File: config.mk
export PLATFORM = sky130hd
export DESIGN_NAME = clam_mult_pipe
export DESIGN_NICKNAME = d
export VERILOG_FILES = /design/src/rtl/clam_pkg.sv /design/src/rtl/clam_pp_array.sv /design/src/rtl/clam_mult_pipe.sv
export SDC_FILE = /design/constraint.sdc
export NUM_CORES = 1
export LEC_CHECK = 0
export CAP_MARGIN = 20
export CORE_MARGIN = 1.5
export CORE_UTILIZATION = 30
export DETAILED_ROUTE_END_ITERATION = 8
export HOLD_SLACK_MARGIN = 0.12
export SKIP_LAST_GASP = 1
export SYNTH_ARGS = -nofsm -noshare
export SYNTH_HDL_FRONTEND = slang
export SYNTH_SLANG_ARGS = --single-unit
File: constraint.sdc
create_clock -name clk_100M -period 4 [get_ports clk_100M]
set_clock_uncertainty 0.15 [all_clocks]
set_input_delay 0.8 -clock clk_100M [delete_from_list [all_inputs] [get_ports clk_100M]]
set_output_delay 0.8 -clock clk_100M [all_outputs]
set_load 0.05 [all_outputs]
File: src/rtl/clam_pkg.sv
// Shared definitions for the pipelined approximate/exact multiplier: mode
// encoding, partial-product column mask and parameter range helpers.
package clam_pkg;

  localparam logic MODE_EXACT      = 1'b0;
  localparam logic MODE_APPROX     = 1'b1;
  localparam int   MAX_PIPE_STAGES = 4;

  // A partial-product bit a[i]&b[j] lands in column i+j; approximate mode keeps it only at or above k.
  function automatic logic pp_keep(input int i, input int j, input int k);
    return (i + j) >= k;
  endfunction

  function automatic logic pipe_stages_ok(input int s);
    return (s >= 0) && (s <= MAX_PIPE_STAGES);
  endfunction

  function automatic logic trunc_k_ok(input int k, input int w);
    return (k >= 0) && (k < 2 * w);
  endfunction

endpackage

File: src/rtl/clam_pp_array.sv
// Combinational partial-product generator. Row j holds a&b[j] shifted to
// column j; in approximate mode bits below column TRUNC_K are forced to zero.
module clam_pp_array
  import clam_pkg::*;
#(
  parameter int W       = 8,
  parameter int TRUNC_K = 4
) (
  input  logic [W-1:0]          a_i,
  input  logic [W-1:0]          b_i,
  input  logic                  mode_i,
  output logic [W-1:0][2*W-1:0] pp_o
);

  always_comb begin
    pp_o = '0;
    for (int j = 0; j < W; j++) begin
      for (int i = 0; i < W; i++) begin
        if ((mode_i != MODE_APPROX) || pp_keep(i, j, TRUNC_K)) begin
          pp_o[j][i+j] = a_i[i] & b_i[j];
        end
      end
    end
  end

endmodule

File: src/rtl/clam_mult_pipe.sv
// Pipelined unsigned WxW multiplier with per-transaction exact/approximate
// mode, valid/ready flow control, sideband tag and completed-result counter.
module clam_mult_pipe
  import clam_pkg::*;
#(
  parameter int W           = 8,
  parameter int PIPE_STAGES = 1,
  parameter int TRUNC_K     = 4,
  parameter int TAG_W       = 4
) (
  input  logic             clk_100M,
  input  logic             rst,
  input  logic             in_valid,
  output logic             in_ready,
  input  logic [W-1:0]     a_in,
  input  logic [W-1:0]     b_in,
  input  logic             mode_in,
  input  logic [TAG_W-1:0] tag_in,
  output logic             out_valid,
  input  logic             out_ready,
  output logic [2*W-1:0]   s_out,
  output logic [TAG_W-1:0] tag_out,
  output logic             mode_out,
  output logic [31:0]      done_cnt
);

  typedef logic [W-1:0][2*W-1:0] rows_t;

  if (!pipe_stages_ok(PIPE_STAGES)) begin : g_bad_stages
    $error("clam_mult_pipe: PIPE_STAGES must lie in 0..4");
  end
  if (!trunc_k_ok(TRUNC_K, W)) begin : g_bad_trunc
    $error("clam_mult_pipe: TRUNC_K must lie in 0..2W-1");
  end

  // One level of a pairwise adder tree; once a single row remains it passes through unchanged.
  function automatic rows_t fold_pairs(input rows_t rows);
    rows_t r;
    r = '0;
    for (int i = 0; i < W; i++) begin
      r[i/2] = r[i/2] + rows[i];
    end
    return r;
  endfunction

  function automatic logic [2*W-1:0] sum_rows(input rows_t rows);
    logic [2*W-1:0] acc;
    acc = '0;
    for (int i = 0; i < W; i++) begin
      acc = acc + rows[i];
    end
    return acc;
  endfunction

  logic en;
  logic out_valid_q;

  assign en       = !out_valid_q || out_ready;
  assign in_ready = en;

  // Input register
  logic             vld_in_q;
  logic [W-1:0]     a_q;
  logic [W-1:0]     b_q;
  logic             mode_in_q;
  logic [TAG_W-1:0] tag_in_q;

  always_ff @(posedge clk_100M or posedge rst) begin
    if (rst)     vld_in_q <= 1'b0;
    else if (en) vld_in_q <= in_valid;
  end

  always_ff @(posedge clk_100M) begin
    if (en && in_valid) begin
      a_q       <= a_in;
      b_q       <= b_in;
      mode_in_q <= mode_in;
      tag_in_q  <= tag_in;
    end
  end

  rows_t pp_rows;

  clam_pp_array #(
    .W       (W),
    .TRUNC_K (TRUNC_K)
  ) u_pp (
    .a_i    (a_q),
    .b_i    (b_q),
    .mode_i (mode_in_q),
    .pp_o   (pp_rows)
  );

  // Compute stages: stage 1 registers the masked partial products, later stages fold them
  for (genvar k = 1; k <= PIPE_STAGES; k++) begin : g_st
    rows_t            rows_d;
    logic             vld_d;
    logic             mode_d;
    logic [TAG_W-1:0] tag_d;
    rows_t            rows_q;
    logic             vld_q;
    logic             mode_q;
    logic [TAG_W-1:0] tag_q;

    if (k == 1) begin : g_first
      assign rows_d = pp_rows;
      assign vld_d  = vld_in_q;
      assign mode_d = mode_in_q;
      assign tag_d  = tag_in_q;
    end else begin : g_next
      assign rows_d = fold_pairs(g_st[k-1].rows_q);
      assign vld_d  = g_st[k-1].vld_q;
      assign mode_d = g_st[k-1].mode_q;
      assign tag_d  = g_st[k-1].tag_q;
    end

    always_ff @(posedge clk_100M or posedge rst) begin
      if (rst)     vld_q <= 1'b0;
      else if (en) vld_q <= vld_d;
    end

    always_ff @(posedge clk_100M) begin
      if (en) begin
        rows_q <= rows_d;
        mode_q <= mode_d;
        tag_q  <= tag_d;
      end
    end
  end

  rows_t            fin_rows;
  logic             fin_vld;
  logic             fin_mode;
  logic [TAG_W-1:0] fin_tag;

  if (PIPE_STAGES == 0) begin : g_fin_comb
    assign fin_rows = pp_rows;
    assign fin_vld  = vld_in_q;
    assign fin_mode = mode_in_q;
    assign fin_tag  = tag_in_q;
  end else begin : g_fin_reg
    assign fin_rows = g_st[PIPE_STAGES].rows_q;
    assign fin_vld  = g_st[PIPE_STAGES].vld_q;
    assign fin_mode = g_st[PIPE_STAGES].mode_q;
    assign fin_tag  = g_st[PIPE_STAGES].tag_q;
  end

  // Output register: final reduction, held stable while the sink stalls
  logic [2*W-1:0]   s_d;
  logic [2*W-1:0]   s_q;
  logic [TAG_W-1:0] tag_q;
  logic             mode_q;
  logic [31:0]      done_d;
  logic [31:0]      done_q;

  assign s_d    = sum_rows(fin_rows);
  assign done_d = done_q + 32'd1;

  always_ff @(posedge clk_100M or posedge rst) begin
    if (rst) begin
      out_valid_q <= 1'b0;
      s_q         <= '0;
      tag_q       <= '0;
      mode_q      <= 1'b0;
      done_q      <= '0;
    end else begin
      if (en) begin
        out_valid_q <= fin_vld;
        s_q         <= s_d;
        tag_q       <= fin_tag;
        mode_q      <= fin_mode;
      end
      if (out_valid_q && out_ready) done_q <= done_d;
    end
  end

  assign out_valid = out_valid_q;
  assign s_out     = s_q;
  assign tag_out   = tag_q;
  assign mode_out  = mode_q;
  assign done_cnt  = done_q;

endmodule

======== Word-level counts from Yosys, hierarchy flattened ========
Cells that the tools add are included.
word-level totals
  input bits .............................. 25
  memories ................................ 0
  RAM bits ................................ 0
  memory bits (read-only) ................. 0
  latch bits .............................. 0
  flip-flop bits (word level) ............. 146
  logic and storage cells ................. 101
  output and inout bits ................... 55
cells by class
  reductions and logical operators ........ 4
  equal/unequal tests ..................... 0
  multiply operators ...................... 0
  $add $sub $neg .......................... 8
  shifts and indexed selects .............. 0
  multiplexer cells ....................... 0
  div/mod/pow operators ................... 0
  bitwise logic cells ..................... 64
  order comparisons ....................... 0
operators with widths
  operator                                       count
  bitwise AND 1 bit                              64
  adder 32 x 1 -> 32 bit, second input constant  1
  adder 15 x 15 -> 16 bit                        1
  adder 14 x 14 -> 15 bit                        1
  adder 13 x 13 -> 14 bit                        1
  adder 12 x 12 -> 13 bit                        1
  adder 11 x 11 -> 12 bit                        1
  adder 10 x 10 -> 11 bit                        1
  adder 8 x 9 -> 10 bit                          1
  logical AND 1 bit                              2
  zero test 1 bit                                1
  logical OR 1 bit                               1

======== Longest topological paths before layout ========
  depth in word-level cells ............... 7
  gate-level depth with buffers ........... 14
  mapped depth without buffers ............ 14

======== Hierarchy ========
A second synthesis with hierarchy kept.
unflattened totals
  cells, all modules ...................... 851
  area, all modules ....................... 10985.5 um^2
by module, submodules not included
  module          instances  cells an instance  area an instance (um^2)  sequential area each (um^2)
  clam_mult_pipe  1          722                10075.9                  6025.8
  clam_pp_array   1          129                909.6                    0.0

======== Least setup slack after synthesis ========
No wires, ideal clock.
  kind .................................... in2out
  start point ............................. input port out_ready
  end point ............................... output port in_ready
  stages .................................. 4
  arrival ................................. 3563 ps
  required time ........................... 3050 ps
  path slack .............................. -513 ps
  path buffers ............................ 2
  cells stage by stage .................... nor2b_1 clkbuf_1 clkinv_1 clkbuf_1
on the way
  cells in the longest elaborated chain, start to end .. 1
RTL lines
  element             RTL line              source
  start: declaration  clam_mult_pipe.sv:20  input logic out_ready,
  logical OR 1 bit    clam_mult_pipe.sv:58  assign en = !out_valid_q || out_ready;
  end: declaration    clam_mult_pipe.sv:14  output logic in_ready,
No other way between the ends.

======== Worst setup path in the final report ========
  start point ............................. register g_st[1].rows_q, in the netlist fin_rows[56]
  end point ............................... register s_q[14] (netlist: s_out[14])
on the way
  cells in the longest elaborated chain, start to end .. 5
RTL lines
  element                   RTL line               source
  start: declaration        clam_mult_pipe.sv:100  rows_t rows_q;
  start signal: assignment  clam_mult_pipe.sv:124  rows_q <= rows_d;
  adder 11 x 11 -> 12 bit   clam_mult_pipe.sv:50   acc = acc + rows[i];
  adder 12 x 12 -> 13 bit   clam_mult_pipe.sv:50
  adder 13 x 13 -> 14 bit   clam_mult_pipe.sv:50
  adder 14 x 14 -> 15 bit   clam_mult_pipe.sv:50
  adder 15 x 15 -> 16 bit   clam_mult_pipe.sv:50
  end signal: assignment    clam_mult_pipe.sv:162  s_q <= '0;
  end signal: assignment    clam_mult_pipe.sv:169  s_q <= s_d;
  end: declaration          clam_mult_pipe.sv:150  logic [2*W-1:0] s_q;
No other way between the ends.
A chain may end at the register's enable or synchronous reset.

==> results.json <==
{
  "start_util_pct": 30.4,
  "ys_types": 37,
  "viasPerCell": 4.19,
  "vias": 4140,
  "slew_viol_final": 0,
  "antenna_found_initial": 0,
  "clk_path_buf_depth": 2,
  "rrSetupSlack_ns": 0.12,
  "cts_tree": "built",
  "gp_congestion": 0.798,
  "min_period_over_period_pct": 97.0,
  "yosysWarnings": 0,
  "die-area_sq_um": 24600,
  "r2r_start": "fin_rows[56]",
  "min_to": "fin_tag[0]",
  "cts.clk_slew.worst_paths_ns": 0.06,
  "syn_area_per_cell_sq_um": 12.8,
  "insertedDiodeCount": 0,
  "first_iter_violations": 163,
  "fmaxAchievable_mhz": 258,
  "cts_sinks": 146,
  "ant_nets": 0,
  "drc": 0,
  "core_area_sq_um": 23300,
  "hp-start": "g_st[1].tag_d[0]",
  "critical_path_class": "flop to flop",
  "wl_per_cell_um": 13.4,
  "synth_nets": 648,
  "grt_setup_unrepaired": "yes",
  "maxCapViolations": 0,
  "nNetsFinal": 750,
  "whs_ns": 0.267,
  "maxSlewHeadroom_pct": 36.0,
  "synth-seq-area-share_pct": 57.9,
  "hpwl_um": 9390,
  "period_minus_slack_ns": 3.88,
  "synthCells": 553,
  "crit_fanout": 4,
  "syn_area_sq_um": 7090,
  "first_pass_iters": 4,
  "synth_seq_cells": 146,
  "first_global_vias": 4079,
  "grt_first_pass_wirelength_um": 21200,
  "post_cts.repair.setup_buffers": 0,
  "setup_viol": 0,
  "floorplan.io_pins": 80,
  "cp.arrival_ns": 4.07,
  "worstReg2RegEnd": "s_out[14]",
  "grt_overflow": 0,
  "grt_max_degree": 61,
  "htree_levels": 4,
  "min_path_type": "flop to flop",
  "ctsRootBufferMaster": "clkbuf_16",
  "cp-start-kind": "flop",
  "rr_worst_depth": 14,
  "status": "complete, no violations",
  "syn_to_final_growth_pct": 27.0,
  "grt_use_total_pct": 11.4,
  "row_count": 56,
  "end_kind": "flop",
  "hold_viol_final": 0,
  "hold_depth": 0,
  "cts_hold_buf": 0,
  "finalWirelength_um": 13200,
  "final_cell_mix": "edfxtp_1 (90), clkdlybuf4s50_1 (78), inv_1 (73), and2_1 (62), nand2_1 (61)",
  "numCtsBuffers": 17,
  "io_buffers": 79,
  "tightest_slew_ns": 0.959,
  "final_common_cell": "edfxtp_1",
  "critPathRequiredTime_ns": 4.19,
  "clock_latency_ns": 0.42,
  "drive_gt1_share_pct": 9.28,
  "die_h_um": 157,
  "dieWidth_um": 157
}
how the worst max path moves through the flow:
| stage | startpoint | to | slack (ns) | cells past startpoint |
|---|---|---|---|---|
| final | fin_rows[56] | s_out[14] | 0.12 | 14 |
| after global routing | fin_rows[121] | s_out[14] | -0.06 | 12 |
| after CTS | fin_rows[72] | s_out[14] | -0.04 | 14 |
| after detailed placement | fin_rows[89] | s_out[14] | -0.1 | 12 |
| after global placement | fin_rows[89] | s_out[14] | 0.006 | 12 |
| after floorplan | fin_rows[89] | s_out[14] | 0.02 | 12 |
through the flow:
stage / setup slack (ns) / cell area [sq um] / instances / TNS (ns) / utilization (%)
floorplan: 0.0183 / 7090 / 553 / 0 / -
global route: -0.0551 / 9000 / 987 / -0.0829 / 38.6
detailed placement: -0.0960 / 8330 / 955 / -0.266 / 35.7
finish: 0.122 / 9000 / 987 / 0 / 38.6
CTS: -0.0370 / 8950 / 987 / -0.0543 / 38.4
global placement: 0.00639 / 8330 / 955 / 0 / 35.7
worst max-delay path, cell delays in order, from the launching register on:
cell and delay (ns):
edfxtp_1 0.33, inv_1 0.06, fa_1 0.56, inv_2 0.06, fa_1 0.49, fa_1 0.49
inv_1 0.05, fa_1 0.49, inv_2 0.05, ha_4 0.28, nand3_2 0.05, o211ai_1 0.28
a31oi_1 0.15, xor2_1 0.17, a21oi_1 0.15
flip-flops by register name (all words and copies together) (netlist names):
register	flops
a_q	8
b_q	8
done_cnt	32
fin_mode	1
fin_rows	64
fin_tag	4
fin_vld	1
g_st.mode_d	1
g_st.tag_d	4
g_st.vld_d	1
mode_out	1
out_valid	1
s_out	16
tag_out	4
layout make-up:
cell class | count | area, sq um
inverters | 79 | 298
fillers | 2232 | 14300
repair buffers | 89 | 867
well taps | 319 | 399
clock buffers | 17 | 425
flip-flops and latches | 146 | 4100
multi-input cells | 322 | 2750
clock inverters | 15 | 165
repair_timing:
action,CTS,global route
resized for setup,4,13
endpoints found under the hold margin,0,0
pin swaps,4,17
endpoints found under the setup margin,5,6
cells by family (layout without fill, tap and decap cells):
family / after synthesis / after routing / share of synthesized area [%]
xor+xnor: 40 / 40 / 4.94
compound gates: 30 / 30 / 2.58
fa+ha+maj: 70 / 70 / 16.4
flops: 146 / 146 / 57.9
mux: 1 / 1 / 0.159
buf+inv: 85 / 200 / 4.52
simple gates: 181 / 181 / 13.5
metal layers:
metal | up-vias | wire [um] | global-route usage, %
met1 | 1995 | 6480 | 15.6
met4 | 0 | 129 | 3.27
met3 | 12 | 497 | 3.16
li1 | 2023 | - | -
met2 | 110 | 6080 | 17.7
met5 | - | 0 | 0
Yosys cell counts:
library cell  number  area share [%]
and3_1             5            0.44
or3_2              1            0.11
nor4_4             1            0.30
xnor2_1           26             3.2
nand3_1           14            0.99
nor2b_1            3            0.26
a31oi_1            2            0.18
nand4_1            7            0.62
clkinv_1           1           0.053
buf_2              1           0.071
edfxtp_1          90              38
o21ai_0            6            0.42
dfrtp_1           56              20
a31o_2             1            0.12
o211a_1            1            0.14
mux2_2             1            0.16
or4_1              1            0.11
o21bai_1           2            0.21
nand2b_1           1           0.088
nor4_2             1            0.18
a21oi_1           11            0.78
nand2_1           61             3.2
clkbuf_1           5            0.26
ha_1              32             5.6
nor3b_1            1            0.11
inv_1             78             4.1
fa_1              38              11
o211ai_1           3            0.32
and3b_1            2            0.25
o22ai_1            1           0.088
and3_2             1            0.11
and4_1             3            0.37
and2_1            62             5.5
nor3_1             1           0.071
nor2_1            16            0.85
a21o_1             3            0.32
xor2_1            14             1.7
Power is not shown: default switching activity piles up to over one toggle a cycle in this logic, so the estimate is an artifact.
